===== src/rtl/uart_rx_pkg.sv =====
// Shared types and helpers for the uart_rx_vote receiver.
// UART_RX_PARITY_EN adds the PARITY state to the state encoding.
package uart_rx_pkg;

  localparam int DATA_BITS   = 8;
  localparam int SYNC_STAGES = 2;

`ifdef UART_RX_PARITY_EN
  typedef enum logic [2:0] {
    WAIT_IDLE, IDLE, START, DATA, PARITY, STOP
  } state_e;
`else
  typedef enum logic [2:0] {
    WAIT_IDLE, IDLE, START, DATA, STOP
  } state_e;
`endif

  function automatic int clks_per_bit(input int freq, input int baud);
    return (freq + baud / 2) / baud;
  endfunction

endpackage


===== src/rtl/uart_rx_vote_sync.sv =====
// RX pin synchroniser plus 3-sample history with majority vote.
// Framing-agnostic; resets to an idle-high line.
module rx_sync_vote
  import uart_rx_pkg::*;
(
  input  logic clk_i,
  input  logic rst_i,
  input  logic rx_i,
  output logic synced_o,
  output logic vote_o
);

  logic [SYNC_STAGES-1:0] sync_q;
  logic [2:0]             hist_q;

  always_ff @(posedge clk_i or posedge rst_i) begin
    if (rst_i) begin
      sync_q <= '1;
      hist_q <= '1;
    end else begin
      sync_q <= {sync_q[SYNC_STAGES-2:0], rx_i};
      hist_q <= {hist_q[1:0], sync_q[SYNC_STAGES-1]};
    end
  end

  assign synced_o = sync_q[SYNC_STAGES-1];
  assign vote_o   = (hist_q[0] & hist_q[1]) |
                    (hist_q[0] & hist_q[2]) |
                    (hist_q[1] & hist_q[2]);

endmodule


===== src/rtl/uart_rx_vote.sv =====
// 8N1 UART receiver with mid-bit majority voting and break recovery.
// Define UART_RX_PARITY_EN for a parity bit (sense set by PARITY_ODD).
module uart_rx_vote
  import uart_rx_pkg::*;
#(
  parameter int CLOCK_FREQ = 12_000_000,
  parameter int BAUD_RATE  = 115200,
  parameter int PARITY_ODD = 0
) (
  input  logic       clk,
  input  logic       rst,
  input  logic       rx,
  output logic [7:0] data,
  output logic       data_valid,
  output logic       framing_error,
  output logic       parity_error,
  output logic       busy
);

  localparam int CLKS_PER_BIT = clks_per_bit(CLOCK_FREQ, BAUD_RATE);
  localparam int MID = CLKS_PER_BIT / 2;
  localparam int CW  = $clog2(CLKS_PER_BIT);
  localparam logic [CW-1:0] EVAL = CW'(MID + 1);
  localparam logic [CW-1:0] LAST = CW'(CLKS_PER_BIT - 1);

  if (CLKS_PER_BIT < 8 || PARITY_ODD < 0 || PARITY_ODD > 1) begin : g_bad_cfg
    $error("uart_rx_vote: CLKS_PER_BIT < 8 or PARITY_ODD not 0/1");
  end

  logic synced, vote, eval;

  rx_sync_vote u_sync (
    .clk_i    (clk),
    .rst_i    (rst),
    .rx_i     (rx),
    .synced_o (synced),
    .vote_o   (vote)
  );

  state_e                 state_q, state_d;
  logic [CW-1:0]          cnt_q, cnt_d;
  logic [2:0]             bit_q, bit_d;
  logic [DATA_BITS-1:0]   shift_q, shift_d;
  logic [DATA_BITS-1:0]   data_q, data_d;
  logic                   dv_q, dv_d;
  logic                   fe_q, fe_d;
`ifdef UART_RX_PARITY_EN
  logic                   perr_q, perr_d;
  logic                   pe_q, pe_d;
`endif

  always_ff @(posedge clk or posedge rst) begin
    if (rst) begin
      state_q <= WAIT_IDLE;
      cnt_q   <= '0;
      bit_q   <= '0;
      shift_q <= '0;
      data_q  <= '0;
      dv_q    <= 1'b0;
      fe_q    <= 1'b0;
`ifdef UART_RX_PARITY_EN
      perr_q  <= 1'b0;
      pe_q    <= 1'b0;
`endif
    end else begin
      state_q <= state_d;
      cnt_q   <= cnt_d;
      bit_q   <= bit_d;
      shift_q <= shift_d;
      data_q  <= data_d;
      dv_q    <= dv_d;
      fe_q    <= fe_d;
`ifdef UART_RX_PARITY_EN
      perr_q  <= perr_d;
      pe_q    <= pe_d;
`endif
    end
  end

  assign eval = (cnt_q == EVAL);

  always_comb begin
    state_d = state_q;
    cnt_d   = (cnt_q == LAST) ? '0 : cnt_q + 1'b1;
    bit_d   = bit_q;
    shift_d = shift_q;
    data_d  = data_q;
    dv_d    = 1'b0;
    fe_d    = 1'b0;
`ifdef UART_RX_PARITY_EN
    perr_d  = perr_q;
    pe_d    = 1'b0;
`endif
    unique case (state_q)
      WAIT_IDLE: begin
        if (!synced) begin
          cnt_d = '0;
        end else if (cnt_q == LAST) begin
          cnt_d   = '0;
          state_d = IDLE;
        end
      end
      IDLE: begin
        cnt_d = '0;
        if (!synced) state_d = START;
      end
      START: begin
        if (eval) begin
          if (vote) begin
            state_d = IDLE;
          end else begin
            state_d = DATA;
            bit_d   = '0;
`ifdef UART_RX_PARITY_EN
            perr_d  = 1'b0;
`endif
          end
        end
      end
      DATA: begin
        if (eval) begin
          shift_d = {vote, shift_q[DATA_BITS-1:1]};
          bit_d   = bit_q + 3'd1;
          if (bit_q == 3'd7) begin
`ifdef UART_RX_PARITY_EN
            state_d = PARITY;
`else
            state_d = STOP;
`endif
          end
        end
      end
`ifdef UART_RX_PARITY_EN
      PARITY: begin
        if (eval) begin
          perr_d  = (^shift_q ^ 1'(PARITY_ODD)) != vote;
          state_d = STOP;
        end
      end
`endif
      STOP: begin
        if (eval) begin
          if (vote) begin
`ifdef UART_RX_PARITY_EN
            if (perr_q) begin
              pe_d = 1'b1;
            end else begin
              dv_d   = 1'b1;
              data_d = shift_q;
            end
`else
            dv_d   = 1'b1;
            data_d = shift_q;
`endif
            state_d = IDLE;
          end else begin
            // Low stop bit is treated as a break: wait for a full idle bit.
            fe_d    = 1'b1;
`ifdef UART_RX_PARITY_EN
            pe_d    = perr_q;
`endif
            cnt_d   = '0;
            state_d = WAIT_IDLE;
          end
        end
      end
      default: state_d = WAIT_IDLE;
    endcase
  end

  assign data          = data_q;
  assign data_valid    = dv_q;
  assign framing_error = fe_q;
`ifdef UART_RX_PARITY_EN
  assign parity_error  = pe_q;
`else
  assign parity_error  = 1'b0;
`endif
  assign busy = (state_q != WAIT_IDLE) && (state_q != IDLE);

endmodule

===== config.mk =====
export PLATFORM = sky130hd
export DESIGN_NAME = uart_rx_vote
export DESIGN_NICKNAME = d
export VERILOG_FILES = /design/src/rtl/uart_rx_pkg.sv /design/src/rtl/uart_rx_vote_sync.sv /design/src/rtl/uart_rx_vote.sv
export SDC_FILE = /design/constraint.sdc
export NUM_CORES = 1
export LEC_CHECK = 0
export BUFFER_PORTS_ARGS = -buffer_cell sky130_fd_sc_hd__buf_2
export CAP_MARGIN = 25
export CORE_MARGIN = 2
export CORE_UTILIZATION = 62
export CTS_CLUSTER_SIZE = 12
export DETAILED_ROUTE_END_ITERATION = 8
export PLACE_DENSITY = 0.89
export SLEW_MARGIN = 10
export SYNTH_ARGS = -nofsm -noshare
export SYNTH_HDL_FRONTEND = slang
export SYNTH_SLANG_ARGS = --single-unit

===== constraint.sdc =====
create_clock -name clk -period 5 [get_ports clk]
set_input_delay 0.5 -clock clk [delete_from_list [all_inputs] [get_ports clk]]
set_output_delay 0.5 -clock clk [all_outputs]
set_load 0.02 [all_outputs]

### After elaboration in Yosys (flattened, before gate mapping)

Index checks and enable logic that the tools add are counted.

| word-level totals | value |
|---|---|
| bits in registers | 36 |
| input bits | 3 |

| operators by class | value |
|---|---|
| add/subtract/negate cells | 2 |
| equality and inequality tests | 16 |
| mux-type cells | 26 |
| bitwise logic cells | 5 |
| reduce and logical (&&, ||, !) cells | 8 |

Operator list:

| kind | number |
|---|---|
| 7-bit two-way mux | 5 |
| 3-bit two-way mux | 10 |
| 7-bit case mux with 3 select lines | 1 |
| 3-bit case mux with 5 select lines | 1 |
| 2-bit != test, second input constant | 7 |
| 7-bit by 1-bit adder with 7-bit output, second input constant | 1 |
| 7-bit by 6-bit equality test with 1-bit output, second input constant | 1 |
| 7-bit equality test, second input constant | 1 |
| 1-bit two-way mux | 7 |
| 7-bit AND reduction | 1 |
| 3-bit by 2-bit equality test with 1-bit output, second input constant | 2 |
| 3-bit equality test, second input constant | 2 |
| 3-bit case mux with 2 select lines | 1 |
| 4-bit AND reduction | 1 |
| 3-bit by 1-bit adder with 3-bit output, second input constant | 1 |
| 1-bit AND | 3 |
| 3-bit by 1-bit equality test with 1-bit output, second input constant | 1 |
| 3-bit logical NOT | 1 |
| 3-bit by 1-bit != test with 1-bit output, second input constant | 1 |
| 3-bit AND reduction | 1 |
| 3-bit nonzero test | 1 |
| 2-bit two-way mux | 1 |
| 2-bit by 1-bit != test with 1-bit output, second input constant | 1 |
| 1-bit OR | 2 |
| other kinds (3) | 3 |

### Logic depth before layout (Yosys ltp)

| depth | value |
|---|---|
| word-level depth | 6 |
| depth in mapped cells | 7 |
| gate-level depth less buffers | 6 |

### Modules after synthesis

From an unflattened synthesis, not the netlist that was laid out.

| second synthesis, totals | value |
|---|---|
| cells, all modules | 129 |
| area total of the unflattened synthesis | 1624.1 µm² |

Modules (own cells, without submodules):

| module | times used | cells an instance | area an instance (µm²) | sequential area each (µm²) |
|---|---|---|---|---|
| uart_rx_vote | 1 | 122 | 1477.7 | 775.7 |
| rx_sync_vote | 1 | 7 | 146.4 | 131.4 |

### Worst setup path after synthesis

OpenSTA, ideal clock, no wires.

| timing | value |
|---|---|
| kind | flip-flop to flip-flop |
| start point | register cnt_q[1] |
| end point | register shift_q[0] |
| data arrival time | 1545 ps |
| required time | 4875 ps |
| path slack | 3330 ps |
| stages on the path, launching flop included | 7 |
| buffers on the path | 1 |
| clock period less this slack | 1670 ps |
| cell sequence | dfrtp_1 > inv_1 > ha_1 > nand4b_4 > nor4_4 > buf_4 > mux2_2 |

| on the way | value |
|---|---|
| word-level cells in the longest chain between the ends | 2 |

RTL lines:

| element | line | source |
|---|---|---|
| start: declaration | uart_rx_vote.sv:41 | `logic [CW-1:0] cnt_q, cnt_d;` |
| start signal: assignment | uart_rx_vote.sv:67 | `cnt_q <= cnt_d;` |
| 7-bit by 6-bit equality test with 1-bit output | uart_rx_vote.sv:80 | `assign eval = (cnt_q == EVAL);` |
| 2-bit AND reduction (no source line) | - |  |
| end signal: assignment | uart_rx_vote.sv:69 | `shift_q <= shift_d;` |
| end: declaration | uart_rx_vote.sv:43 | `logic [DATA_BITS-1:0] shift_q, shift_d;` |

No other way between the ends.
A chain may end at the register's enable or synchronous reset.

### Final worst setup path

| timing | value |
|---|---|
| start point | register cnt_q[1] |
| end point | register shift_q[3] |

The elaborated chain is that of the path after synthesis.

==> results.toml <==
[logic_synthesis]
yosysMostFrequentCell = "dfrtp_1"
yosysWarnings = 0
synth_top_area_share_pct = 46.9
yosys-top-cells-area = "dfrtp_1 47%, mux2_2 12%, dfstp_2 7.9%"
synthFlopType = "dfrtp_1"
synth_seq_area_share_pct = 54.8
synth_nets = 139
async_flop_share_pct = 100
synthTopCellsByCount = "31 x dfrtp_1, 17 x mux2_2, 6 x nand2b_1, 6 x nor2_1"
netlist_instances = 132
ys_ff_latch = 36
synth-edff-count = 0
yosys.area.top_type = "dfrtp_1"
synthDistinctLibCells = 39
synthesis.area_sq_um = 1660
syn_area_per_cell_sq_um = 12.5

[timing]
relSlewSlack_pct = 51.7
worst_pin_slew_ns = 0.719
min_period_ns = 2.00
max_freq_mhz = 501
hold_viol = 0
setup_ws_ns = 3.00
slew_violations = 0
finalSetupViolations = 0
fin_crit_sh_pct = 39.9
finClkSkew_ns = 0.0177
rsz0062_at_grt = "no"
holdWs_ns = 0.237
tns_ns = 0

[finish]
layout.nets = 154
final.fill_count = 151
diodes = 0
fin_cells = 178
drive_above_1_share_pct = 36.5
syn_to_final_growth_pct = 10.3

[grt]
grt_usage_pct = 19.4
antenna_found_initial = 0
grt_pass1_vias = 1055
grt_max_degree = 37
grt_pass1_wl_um = 4620
grt_remaining_overflow = 0

[floorplanning]
core_sq_um = 2500
start_util_pct = 66.2
pin_count = 15
die_w_um = 55.7
rows = 18
dieHeight_um = 55.7
die_area_sq_um = 3100

[critical_path]
worstReg2RegEnd = "shift_q[3]"
critPathSlowestCell = "nor4_4"
crit_type = "reg2reg"
r2r_slack_ns = 3.00
crit-reg2reg-launch = "cnt_q[1]"
slowest_delay_ns = 0.65
endpoint_kind = "register"
startpoint_type = "register"
path_cells = "inv_1 > ha_1 > nand4b_4 > nor4_4 > mux2_2"
rr_worst_depth = 5
required_ns = 5.22
crit_fanout = 12
arrival_ns = 2.22
startpoint = "cnt_q[1]"

[hold_path]
hold_path.class = "in2async"

[pwr]
ir_worst_vdd_mv = 0.305
powerDensity_nw_per_um2 = 299
leakage_nw = 0.972

[routing]
wirelength_um = 2650
vias = 1045
wire_per_inst_um = 14.9
ant_nets = 0
drt_pass1_iterations = 4
routed_via_density = 5.87
drtIter0Drc = 16
drc = 0

[clock_tree]
cts_hold_buffers = 0
cts.sinks = 36
cts_buffer_depth = 2
cts-root-buf = "clkbuf_4"
path_clk_slew_ns = 0.12
cts_tree = "done"
cts_resized = 0
cts.htree.levels = 2
numCtsBuffers = 5
clk_latency_ns = 0.33
cts_setup_buffers = 0

[placed_design]
numPlacedInstances = 170
dpl.hpwl_um = 1850
gp_congestion = 0.835
dpl_worst_slack_ns = 3.01
port_buffers = 13

[flow_run]
cap_violations = 0

[status]
outcome = "finished, final reports clean"
## sequential cells by signal, indices dropped and copies added, names as in the netlist
signal and flops:
bit_q 3, cnt_q 7, data 8, data_valid 1
framing_error 1, shift_q 8, state_q 3, u_sync.hist_q 3
u_sync.sync_q 2
## cells by family (layout without fill, tap and decap cells)
logic type	Yosys count	count (layout)	share of synthesized area, %
simple gates	40	40	16.0
flops	36	36	54.8
compound gates	18	18	8.31
mux	17	17	11.6
buf+inv	11	27	3.25
fa+ha+maj	5	5	3.70
xor+xnor	4	4	2.12
other cells	1	1	0.227
## worst max path at each step
| stage | to | slack (ns) | cells after the start |
|---|---|---|---|
| after global placement | shift_q[0] | 3.11 | 5 |
| after detailed placement | shift_q[4] | 3.01 | 5 |
| final | shift_q[3] | 3.00 | 5 |
| after CTS | shift_q[4] | 3.00 | 5 |
| after global routing | shift_q[3] | 2.88 | 5 |
| after floorplan | shift_q[0] | 3.33 | 6 |
## layout by cell type, fill, tap and decap left out, drive strengths merged
cell,instances
nor2,7
nand2,5
xor2,2
conb,1
and3,2
nor4,3
or3,1
a41o,1
nand3,4
inv,5
nand2b,6
or2,3
nor2b,2
clkbuf,7
or4,1
dfstp,5
nand4b,1
xnor2,2
a2111o,1
ha,4
bufinv,1
a22o,2
a21oi,5
dfrtp,31
maj3,1
o21bai,1
or4b,1
nor3b,1
o21ai,3
buf,14
nor3,3
mux2,17
o41a,1
a31oi,2
a211o,1
a22oi,1
## worst max-delay path: cells and delay by family, from the launching register on
kind / cells / cell delay [ns]
and+or+nand+nor: 2 / 0.82
DFF: 1 / 0.41
muxes: 1 / 0.41
adders and majority gates: 1 / 0.18
buffers and inverters: 1 / 0.06
## report_power, final
part           switching, mW  internal (mW)  leakage (nW)
Clock                 0.0940          0.133        0.0515
Combinational         0.0122        0.00597         0.437
Sequential           0.00362          0.297         0.483
Total                  0.110          0.435         0.972
## stage by stage
stage | area, sq um | util [%] | total power [mW]
after floorplan | 1660 | - | 0.320
after detailed placement | 1730 | 69.2 | 0.325
final | 1830 | 73.0 | 0.545
after CTS | 1830 | 73.0 | 0.549
after global placement | 1730 | 69.2 | 0.323
after global routing | 1830 | 73.0 | 0.567
## routing by layer
layer / track usage [%] / vias up / wire length [um]
li1: - / 498 / -
met1: 22.8 / 521 / 1140
met2: 32.7 / 19 / 1360
met3: 5.58 / 7 / 77
met4: 9.41 / 0 / 63
met5: 0 / - / 0
## area by class of cell
type	instances	area, sq um	share of cell area [%]
Clock buffer	7	65.1	3.56
Clock inverter	1	30.0	1.64
Inverter	5	18.8	1.03
Multi-Input combinational cell	85	694	38.0
Sequential cell	36	907	49.7
Tap cell	30	37.5	2.06
Timing Repair Buffer	14	72.6	3.98
Power figures use the tool's default switching activity.
